===== config.mk =====
export PLATFORM = sky130hd
export DESIGN_NAME = exe_ctrl
export DESIGN_NICKNAME = d
export VERILOG_FILES = /design/src/rtl/arm_defs_pkg.sv /design/src/rtl/cond_check.sv /design/src/rtl/exe_ctrl.sv
export SDC_FILE = /design/constraint.sdc
export NUM_CORES = 1
export LEC_CHECK = 0
export BUFFER_PORTS_ARGS = -buffer_cell sky130_fd_sc_hd__buf_2
export CORE_UTILIZATION = 55
export CTS_CLUSTER_DIAMETER = 150
export CTS_CLUSTER_SIZE = 40
export DETAILED_ROUTE_END_ITERATION = 10
export PLACE_DENSITY_LB_ADDON = 0.08
export SYNTH_ARGS = -nofsm -noshare
export SYNTH_HDL_FRONTEND = slang
export SYNTH_SLANG_ARGS = --single-unit

===== constraint.sdc =====
create_clock -name clk -period 3.6 [get_ports clk]
set_input_delay 0.72 -clock clk [delete_from_list [all_inputs] [get_ports clk]]
set_output_delay 0.72 -clock clk [all_outputs]
set_load 0.02 [all_outputs]

===== src/rtl/arm_defs_pkg.sv =====
// arm_defs -- shared encodings for the execute-stage controller.
//   * ARM data-processing opcodes and condition codes
//   * ALU command encoding driven on exec_command
//   * controller FSM state type
//   * decode_op(): opcode -> ALU command, write-back and flag class
package arm_defs;

  // ARM data-processing opcodes (instruction bits 24:21)
  localparam logic [3:0] OP_AND = 4'b0000;
  localparam logic [3:0] OP_EOR = 4'b0001;
  localparam logic [3:0] OP_SUB = 4'b0010;
  localparam logic [3:0] OP_ADD = 4'b0100;
  localparam logic [3:0] OP_ADC = 4'b0101;
  localparam logic [3:0] OP_SBC = 4'b0110;
  localparam logic [3:0] OP_TST = 4'b1000;
  localparam logic [3:0] OP_CMP = 4'b1010;
  localparam logic [3:0] OP_ORR = 4'b1100;
  localparam logic [3:0] OP_MOV = 4'b1101;
  localparam logic [3:0] OP_MVN = 4'b1111;

  // ARM condition field encodings
  localparam logic [3:0] COND_EQ = 4'b0000;
  localparam logic [3:0] COND_NE = 4'b0001;
  localparam logic [3:0] COND_CS = 4'b0010;
  localparam logic [3:0] COND_CC = 4'b0011;
  localparam logic [3:0] COND_MI = 4'b0100;
  localparam logic [3:0] COND_PL = 4'b0101;
  localparam logic [3:0] COND_VS = 4'b0110;
  localparam logic [3:0] COND_VC = 4'b0111;
  localparam logic [3:0] COND_HI = 4'b1000;
  localparam logic [3:0] COND_LS = 4'b1001;
  localparam logic [3:0] COND_GE = 4'b1010;
  localparam logic [3:0] COND_LT = 4'b1011;
  localparam logic [3:0] COND_GT = 4'b1100;
  localparam logic [3:0] COND_LE = 4'b1101;
  localparam logic [3:0] COND_AL = 4'b1110;
  localparam logic [3:0] COND_NV = 4'b1111;

  // ALU command encoding
  localparam logic [3:0] CMD_NOP = 4'b0000;
  localparam logic [3:0] CMD_MOV = 4'b0001;
  localparam logic [3:0] CMD_ADD = 4'b0010;
  localparam logic [3:0] CMD_ADC = 4'b0011;
  localparam logic [3:0] CMD_SUB = 4'b0100;
  localparam logic [3:0] CMD_SBC = 4'b0101;
  localparam logic [3:0] CMD_AND = 4'b0110;
  localparam logic [3:0] CMD_ORR = 4'b0111;
  localparam logic [3:0] CMD_EOR = 4'b1000;
  localparam logic [3:0] CMD_MVN = 4'b1001;

  typedef enum logic [1:0] {
    ST_IDLE  = 2'd0,
    ST_ISSUE = 2'd1,
    ST_HOLD  = 2'd2
  } exe_state_t;

  // Which status flags an instruction may write
  typedef enum logic [1:0] {
    FLG_NONE = 2'd0,
    FLG_NZ   = 2'd1,
    FLG_NZCV = 2'd2
  } flag_class_t;

  typedef struct packed {
    logic [3:0]  cmd;     // ALU command
    logic        wb;      // writes a register result
    flag_class_t flags;   // flags affected when an update happens
    logic        forced;  // compare/test: updates flags without S bit
  } op_decode_t;

  function automatic op_decode_t decode_op(input logic [3:0] op);
    op_decode_t d;
    d = '{cmd: CMD_NOP, wb: 1'b0, flags: FLG_NONE, forced: 1'b0};
    case (op)
      OP_MOV: d = '{cmd: CMD_MOV, wb: 1'b1, flags: FLG_NZ,   forced: 1'b0};
      OP_MVN: d = '{cmd: CMD_MVN, wb: 1'b1, flags: FLG_NZ,   forced: 1'b0};
      OP_ADD: d = '{cmd: CMD_ADD, wb: 1'b1, flags: FLG_NZCV, forced: 1'b0};
      OP_ADC: d = '{cmd: CMD_ADC, wb: 1'b1, flags: FLG_NZCV, forced: 1'b0};
      OP_SUB: d = '{cmd: CMD_SUB, wb: 1'b1, flags: FLG_NZCV, forced: 1'b0};
      OP_SBC: d = '{cmd: CMD_SBC, wb: 1'b1, flags: FLG_NZCV, forced: 1'b0};
      OP_AND: d = '{cmd: CMD_AND, wb: 1'b1, flags: FLG_NZ,   forced: 1'b0};
      OP_ORR: d = '{cmd: CMD_ORR, wb: 1'b1, flags: FLG_NZ,   forced: 1'b0};
      OP_EOR: d = '{cmd: CMD_EOR, wb: 1'b1, flags: FLG_NZ,   forced: 1'b0};
      OP_CMP: d = '{cmd: CMD_SUB, wb: 1'b0, flags: FLG_NZCV, forced: 1'b1};
      OP_TST: d = '{cmd: CMD_AND, wb: 1'b0, flags: FLG_NZ,   forced: 1'b1};
      default: ;
    endcase
    return d;
  endfunction

endpackage


===== src/rtl/cond_check.sv =====
// cond_check -- evaluates an ARM condition field against {N,Z,C,V}.
//   cond   in  [3:0]  condition field
//   status in  [3:0]  {N,Z,C,V}
//   pass   out        instruction may execute
module cond_check
  import arm_defs::*;
(
  input  logic [3:0] cond,
  input  logic [3:0] status,
  output logic       pass
);

  logic n, z, c, v;

  assign n = status[3];
  assign z = status[2];
  assign c = status[1];
  assign v = status[0];

  always_comb begin
    pass = 1'b0;
    case (cond)
      COND_EQ: pass = z;
      COND_NE: pass = ~z;
      COND_CS: pass = c;
      COND_CC: pass = ~c;
      COND_MI: pass = n;
      COND_PL: pass = ~n;
      COND_VS: pass = v;
      COND_VC: pass = ~v;
      COND_HI: pass = c & ~z;
      COND_LS: pass = ~c | z;
      COND_GE: pass = (n == v);
      COND_LT: pass = (n != v);
      COND_GT: pass = ~z & (n == v);
      COND_LE: pass = z | (n != v);
      COND_AL: pass = 1'b1;
      default: pass = 1'b0;  // 1111: never
    endcase
  end

endmodule


===== src/rtl/exe_ctrl.sv =====
// exe_ctrl -- execute-stage controller between ID and MEM.
// Holds one decoded instruction, drives the ALU command, qualifies the
// write-back / memory controls by the condition code and owns the
// {N,Z,C,V} status register.
//   clk, rst                         clock, synchronous active-high reset
//   in_valid/in_ready                handshake from ID
//   cond, opcode, s_bit              instruction fields
//   mem_r_in, mem_w_in               LDR / STR indication
//   flush                            drop held instruction (branch taken)
//   alu_n/z/c/v                      flags from the combinational ALU
//   exec_command, carry_in           ALU control
//   out_valid/out_ready              handshake to MEM
//   wb_en, mem_r_en, mem_w_en        qualified controls to MEM
//   status                           current {N,Z,C,V}
module exe_ctrl
  import arm_defs::*;
#(
  parameter logic [3:0] SR_RESET = 4'b0000
) (
  input  logic       clk,
  input  logic       rst,
  input  logic       in_valid,
  output logic       in_ready,
  input  logic [3:0] cond,
  input  logic [3:0] opcode,
  input  logic       s_bit,
  input  logic       mem_r_in,
  input  logic       mem_w_in,
  input  logic       flush,
  input  logic       alu_n,
  input  logic       alu_z,
  input  logic       alu_c,
  input  logic       alu_v,
  output logic [3:0] exec_command,
  output logic       carry_in,
  output logic       out_valid,
  input  logic       out_ready,
  output logic       wb_en,
  output logic       mem_r_en,
  output logic       mem_w_en,
  output logic [3:0] status
);

  exe_state_t state_reg, state_next;

  logic [3:0] cond_reg;
  logic [3:0] opcode_reg;
  logic       s_bit_reg;
  logic       mem_r_reg;
  logic       mem_w_reg;
  logic [3:0] status_reg;
  logic [3:0] status_next;

  logic       handshake;
  logic       accept;
  logic       retire;
  logic       cond_pass;
  logic       mem_op;
  logic       flag_update;
  logic [3:0] flag_mask;
  logic [3:0] alu_flags;
  op_decode_t dec;

  assign out_valid = (state_reg != ST_IDLE);
  assign handshake = out_valid & out_ready;
  // A flush cycle and reset cycles take nothing new from ID.
  assign in_ready  = ~rst & ~flush & ((state_reg == ST_IDLE) | handshake);
  assign accept    = in_valid & in_ready;
  // A flush wins over a coinciding handshake: the instruction is dropped.
  assign retire    = handshake & ~flush;

  assign mem_op    = mem_r_reg | mem_w_reg;
  assign dec       = decode_op(opcode_reg);
  assign alu_flags = {alu_n, alu_z, alu_c, alu_v};
  assign status    = status_reg;
  assign carry_in  = status_reg[1];

  cond_check u_cond_check (
    .cond   (cond_reg),
    .status (status_reg),
    .pass   (cond_pass)
  );

  // ---------------- FSM ----------------
  always_ff @(posedge clk) begin
    if (rst) begin
      state_reg <= ST_IDLE;
    end else begin
      state_reg <= state_next;
    end
  end

  always_comb begin
    state_next = state_reg;
    if (flush) begin
      state_next = ST_IDLE;
    end else begin
      case (state_reg)
        ST_IDLE: begin
          if (accept) state_next = ST_ISSUE;
        end
        ST_ISSUE, ST_HOLD: begin
          if (out_ready) begin
            state_next = accept ? ST_ISSUE : ST_IDLE;
          end else begin
            state_next = ST_HOLD;
          end
        end
        default: state_next = ST_IDLE;
      endcase
    end
  end

  // ---------------- held instruction ----------------
  always_ff @(posedge clk) begin
    if (rst) begin
      cond_reg   <= COND_NV;
      opcode_reg <= 4'b0000;
      s_bit_reg  <= 1'b0;
      mem_r_reg  <= 1'b0;
      mem_w_reg  <= 1'b0;
    end else if (accept) begin
      cond_reg   <= cond;
      opcode_reg <= opcode;
      s_bit_reg  <= s_bit;
      mem_r_reg  <= mem_r_in;
      mem_w_reg  <= mem_w_in;
    end
  end

  // ---------------- qualified outputs ----------------
  // Everything derives from held registers and the status register, which
  // only changes at a handshake, so outputs stay constant while holding.
  always_comb begin
    exec_command = CMD_NOP;
    wb_en        = 1'b0;
    mem_r_en     = 1'b0;
    mem_w_en     = 1'b0;
    if (out_valid && cond_pass) begin
      if (mem_op) begin
        // address generation for LDR/STR uses the adder
        exec_command = CMD_ADD;
        wb_en        = mem_r_reg;
        mem_r_en     = mem_r_reg;
        mem_w_en     = mem_w_reg;
      end else begin
        exec_command = dec.cmd;
        wb_en        = dec.wb;
      end
    end
  end

  // ---------------- status register ----------------
  assign flag_update = retire & cond_pass & ~mem_op & (s_bit_reg | dec.forced);

  always_comb begin
    flag_mask = 4'b0000;
    case (dec.flags)
      FLG_NZ:   flag_mask = 4'b1100;
      FLG_NZCV: flag_mask = 4'b1111;
      default:  flag_mask = 4'b0000;
    endcase
  end

  generate
    for (genvar gi = 0; gi < 4; gi++) begin : g_flag
      assign status_next[gi] = (flag_update && flag_mask[gi]) ? alu_flags[gi]
                                                               : status_reg[gi];
    end
  endgenerate

  always_ff @(posedge clk) begin
    if (rst) begin
      status_reg <= SR_RESET;
    end else begin
      status_reg <= status_next;
    end
  end

endmodule


# Word-level counts from Yosys, hierarchy flattened
# Index checks and enable logic that the tools add are counted.
# Widths: inputs -> output; s select.
[word_totals]
inputBits = 20
regBits = 17
wordCells = 89
[classes]
n_mux = 15
n_eq_ne = 31
bitwise_logic = 22
n_reduce_logical = 11
[ops]
columns = ["operator", "count"]
rows = [
  ["$pmux 8 s11", 1],
  ["$eq 4x4->1 const B", 12],
  ["$eq 4x3->1 const B", 7],
  ["$pmux 1 s15", 1],
  ["$eq 4x2->1 const B", 3],
  ["$and 1x1->1", 10],
  ["$eq 4x1->1 const B", 2],
  ["$logic_not 4->1", 2],
  ["$mux 4", 2],
  ["$pmux 4 s2", 1],
  ["$mux 1", 7],
  ["$not 1->1", 7],
  ["$logic_and 1x1->1", 5],
  ["$or 1x1->1", 5],
  ["$eq 2x1->1 const B", 2],
  ["$eq 2x2->1 const B", 2],
  ["$mux 2", 2],
  ["$pmux 2 s2", 1],
  ["$reduce_or 2->1", 2],
  ["$logic_not 2->1", 1],
  ["$ne 2x2->1 const B", 1],
  ["$reduce_bool 2->1", 1],
  ["$eq 1x1->1", 1],
  ["$ne 1x1->1", 1],
]

# Longest topological paths before layout
[logic_depth]
word_depth = 8
mapped_depth = 8
mapped_depth_nobuf = 8

# Cells and area by module
# From an unflattened synthesis, not the netlist that was laid out.
[hier_totals]
cells_unflattened = 150
area_unflattened_um2 = 1272.5
[by_module_without_submodules]
columns = ["mod", "cells_per_inst", "area_per_inst_um2", "n_inst"]
rows = [
  ["exe_ctrl", 122, 1078.5, 1],
  ["cond_check", 28, 193.9, 1],
]

# Least setup slack after synthesis
# Ideal clock, no wire load.
[synth_timing]
kind = "register to output"
startpoint = "register status_reg[0], in the netlist status[0]"
endpoint = "output port exec_command[0]"
path_slack_ns = 1.033
n_path_buf = 0
path_stages_with_launch = 7
arrival_time_ns = 1.847
path_cell_list = "dfxtp_1 -> xnor2_2 -> a31oi_1 -> o32a_1 -> o21a_1 -> nor2_1 -> and4_1"
[synth_via]
elab_chain_cells = 5
[synth_rtl]
columns = ["item", "line", "text"]
rows = [
  ["start: declaration", "exe_ctrl.sv:51", "logic [3:0] status_reg;"],
  ["start signal: assignment", "exe_ctrl.sv:176", "status_reg <= status_next;"],
  ["$ne 1x1->1 / $eq 1x1->1 (equally long branches)", "--", ""],
  ["$or 1x1->1 / $and 1x1->1 (equally long branches)", "cond_check.sv:36, cond_check.sv:35", ""],
  ["$pmux 1 s15 (*)", "cond_check.sv:22", "case (cond)"],
  ["$logic_and 1x1->1 (*)", "exe_ctrl.sv:139", "if (out_valid && cond_pass) begin"],
  ["$mux 4 (*)", "exe_ctrl.sv:139", ""],
  ["end: declaration", "exe_ctrl.sv:34", "output logic [3:0] exec_command,"],
]
# Mark *: on every way between the ends. The rest lies on a longest branch, timed or not.

# Worst setup path in the final report
[layout_timing]
startpoint = "register status_reg[3], in the netlist status[3]"
endpoint = "output port exec_command[3]"
# Same word-level chain as after synthesis.

==> results.sh <==
export IMPL_run_status="finished clean"
export IMPL_worst_r2r_setup_slack_ns=1.45
export IMPL_final_setup_worst_slack_ns=0.5674
export IMPL_crit_end_category="primary output"
export IMPL_numClockSinks=17
export IMPL_switchingPower_mw=0.1009
export IMPL_floorplan_core_area_um2=1982
export IMPL_drt_pass1_iterations=4
export IMPL_place_worst_setup_slack_ns=0.9397
export IMPL_ys_warn_count=0
export IMPL_detailed_place_area_um2=1292
export IMPL_drt_wl_total_mm=2.521
export IMPL_worst_setup_hold_path_clk_slew_ns=0.10
export IMPL_fin_skew_ns=0.001986
export IMPL_pin_count_of_the_biggest_net_entering_global_routing=23
export IMPL_dp_cells=195
export IMPL_worst_pin_slew_ns=0.4342
export IMPL_fin_crit_ns=3.033
export IMPL_drt_iter0_markers=19
export IMPL_yosys_top_cells_area="sky130_fd_sc_hd__dfxtp_1, sky130_fd_sc_hd__nand2_1, sky130_fd_sc_hd__a21oi_1, sky130_fd_sc_hd__nand2b_1, sky130_fd_sc_hd__mux2i_1"
export IMPL_numCtsBuffers=3
export IMPL_global_route_usage_total_pct=24.98
export IMPL_layout_nets=196
export IMPL_remaining_number_of_nets_flagged_by_the_antenna_check_after_routing=0
export IMPL_postSynth_asyncResetShare_pct=0
export IMPL_type_of_the_worst_setup_path="flop to primary output"
export IMPL_power_frac_comb_pct=14.6
export IMPL_layout_drive_gt1_share_pct=25.00
export IMPL_first_pass_grt_wire_length_mm=3.891
export IMPL_clk_path_buf_depth=2
export IMPL_cts_resized_gates=0
export IMPL_final_non_filler_cell_area_um2=1320
export IMPL_routed_via_count=1095
export IMPL_power_static_leakage_nw=0.5954
export IMPL_area_delta_synth_final_pct=13.69
export IMPL_clkPwrFrac_pct=29.0
export IMPL_cp_data_required_time_ns=2.88
export IMPL_grt_pass1_vias=873
export IMPL_cts_root_buffer="sky130_fd_sc_hd__clkbuf_4"
export IMPL_timing_final_hold_violations=0
export IMPL_max_slew_margin_rel_pct=71.01
export IMPL_synth_seq_area_share_pct=29.31
export IMPL_cell_internal_pwr_mw=0.2600
export IMPL_switching_share_pct=27.96
export IMPL_synth_largest_type_area_fraction_pct=29.31
export IMPL_io_buffer_count=33
export IMPL_postSynthRegisterBits=17
export IMPL_grt_setup_unrepaired="no"
export IMPL_synth_cell_types=41
export IMPL_mappedNetlistNets=169
export IMPL_power_per_cell_area_nw_per_um2=273.5
export IMPL_layoutNonFillerInstCount=199
export IMPL_die_height_um=47.95
export IMPL_synth_edff_count=0
export IMPL_floorplan_rows=16
export IMPL_timing_critical_path_arrival_ns=2.31
export IMPL_io_pins=34
export IMPL_globalplace_congestion=0.8005
export IMPL_initial_utilization_pct=58.59
export IMPL_drv_cap=0
export IMPL_worstHoldPathType="flop to flop"
export IMPL_fin_hold_ws_ns=0.4621
export IMPL_filler_cell_count=178
export IMPL_grt_overflow=0
export IMPL_period_share_pct=84.24
export IMPL_totalNegativeSetupSlack_ns=0
export IMPL_die_w_um=47.95
export IMPL_min_to="s_bit_reg$_SDFFE_PP0P_"
export IMPL_ys_flop_type="sky130_fd_sc_hd__dfxtp_1"
export IMPL_worst_hold_path_num_cells=2
export IMPL_antenna_found_initial=0
export IMPL_pwr_share_seq_pct=56.4
export IMPL_cts_hold_buffers=0
export IMPL_synth_cells=146
export IMPL_h_tree_level_count=1
export IMPL_yosysTopAreaCell="sky130_fd_sc_hd__dfxtp_1"
export IMPL_post_cts_repair_setup_buffers=0
export IMPL_synthMostInstantiatedCell="sky130_fd_sc_hd__nand2_1"
export IMPL_vias_per_cell=5.503
export IMPL_worst_r2r_startpoint="opcode_reg[0]$_SDFFE_PP0P_"
export IMPL_antenna_cell_count=0
export IMPL_insertion_delay_ns=0.29
export IMPL_hpwlAfterDp_mm=1.923
export IMPL_ir_worst_vdd_uv=202.9
export IMPL_syn_avg_cell_area_um2=7.953
export IMPL_fp_dieArea_um2=2299
export IMPL_final_setup_viol_count=0
export IMPL_ys_top_cells_by_count="sky130_fd_sc_hd__nand2_1, sky130_fd_sc_hd__dfxtp_1, sky130_fd_sc_hd__a21oi_1"
export IMPL_timing_final_max_slew_violations=0
export IMPL_post_route_core_utilization_pct=66.60
export IMPL_wl_per_cell_um=12.67
export IMPL_cts_tree="built"
export IMPL_startpoint_of_the_worst_hold_path="s_bit_reg$_SDFFE_PP0P_"
export IMPL_total_power_mw=0.3610
export IMPL_post_synth_instance_area_um2=1161
export IMPL_critical_path_max_fanout=7
export IMPL_worstReg2RegEnd="status[3]$_SDFFE_PP0P_"
export IMPL_detail_route_drc_violations=0
export IMPL_path_depth_of_the_worst_reg2reg_path=6
export IMPL_startpoint_type="flop"
export IMPL_achievable_frequency_mhz=329.8
[cells in the final DEF (no fill, tap or decap), drive strengths merged, types with 3 or more instances in the layout]
master  instances
buf            33
nand2          24
dfxtp          17
a21oi          12
inv             9
nand2b          9
nor2            7
nor3            6
nand3b          5
mux2i           4
o21a            3
o21ai           3
and2            3
ha              3
clkbuf          3
xnor2           3
[cells by family (layout without fill, tap and decap cells)]
family	count (synthesis)	count (layout)	share of synthesized area, %
xor+xnor	4	4	3.665
compound gates	32	32	18.21
simple gates	64	64	31.47
fa+ha+maj	3	3	3.233
mux	6	6	5.388
buf+inv	20	46	8.729
flops	17	17	29.31
[how the worst max path moves through the flow]
stage / from / to / slack [ns] / depth (start not counted)
after detailed placement: status[3]$_SDFFE_PP0P_ / exec_command[0] / 0.94 / 7
after CTS: status[3]$_SDFFE_PP0P_ / exec_command[0] / 0.60 / 7
after floorplan: status[0]$_SDFFE_PP0P_ / exec_command[0] / 1.03 / 6
after global placement: status[3]$_SDFFE_PP0P_ / exec_command[0] / 1.01 / 7
after global routing: status[3]$_SDFFE_PP0P_ / exec_command[0] / 0.41 / 7
final: status[3]$_SDFFE_PP0P_ / exec_command[3] / 0.57 / 7
[routing by layer]
| metal | GRT usage, % | wire (um) | part of all wire [%] | up-vias |
|---|---|---|---|---|
| li1 | - | - | - | 561 |
| met1 | 33.79 | 1236 | 49 | 503 |
| met2 | 38.38 | 1161 | 46 | 25 |
| met3 | 5.660 | 72 | 2.9 | 6 |
| met4 | 10.00 | 51 | 2.0 | 0 |
| met5 | 0 | 0 | 0 | - |
[area by class of cell]
class | count | area, um^2 | share of cell area (%)
Inverter | 9 | 33.78 | 2.559
Timing Repair Buffer | 33 | 165.2 | 12.51
Tap cell | 27 | 33.78 | 2.559
Sequential cell | 17 | 340.3 | 25.78
Clock buffer | 3 | 22.52 | 1.706
Multi-Input combinational cell | 109 | 719.4 | 54.50
Clock inverter | 1 | 5.005 | 0.3791
[worst max-delay path, cell delays in order (launching register included)]
cell and delay, ns:
sky130_fd_sc_hd__dfxtp_1 0.45, sky130_fd_sc_hd__xnor2_2 0.16, sky130_fd_sc_hd__a31oi_1 0.15, sky130_fd_sc_hd__o32a_1 0.33, sky130_fd_sc_hd__o21a_1 0.21, sky130_fd_sc_hd__nor2_1 0.32
sky130_fd_sc_hd__o2111a_1 0.24, sky130_fd_sc_hd__buf_2 0.16
[power groups by stage]
stage          registers [mW]  clock network, mW  logic, mW
2_1_floorplan           0.201                  0     0.0430
3_3_place_gp            0.207                  0     0.0506
3_5_place_dp            0.208                  0     0.0525
4_1_cts                 0.203              0.106     0.0527
5_1_grt                 0.205              0.116     0.0597
6_report                0.204              0.105     0.0526
Note: power is estimated with default switching activity, not from simulation.
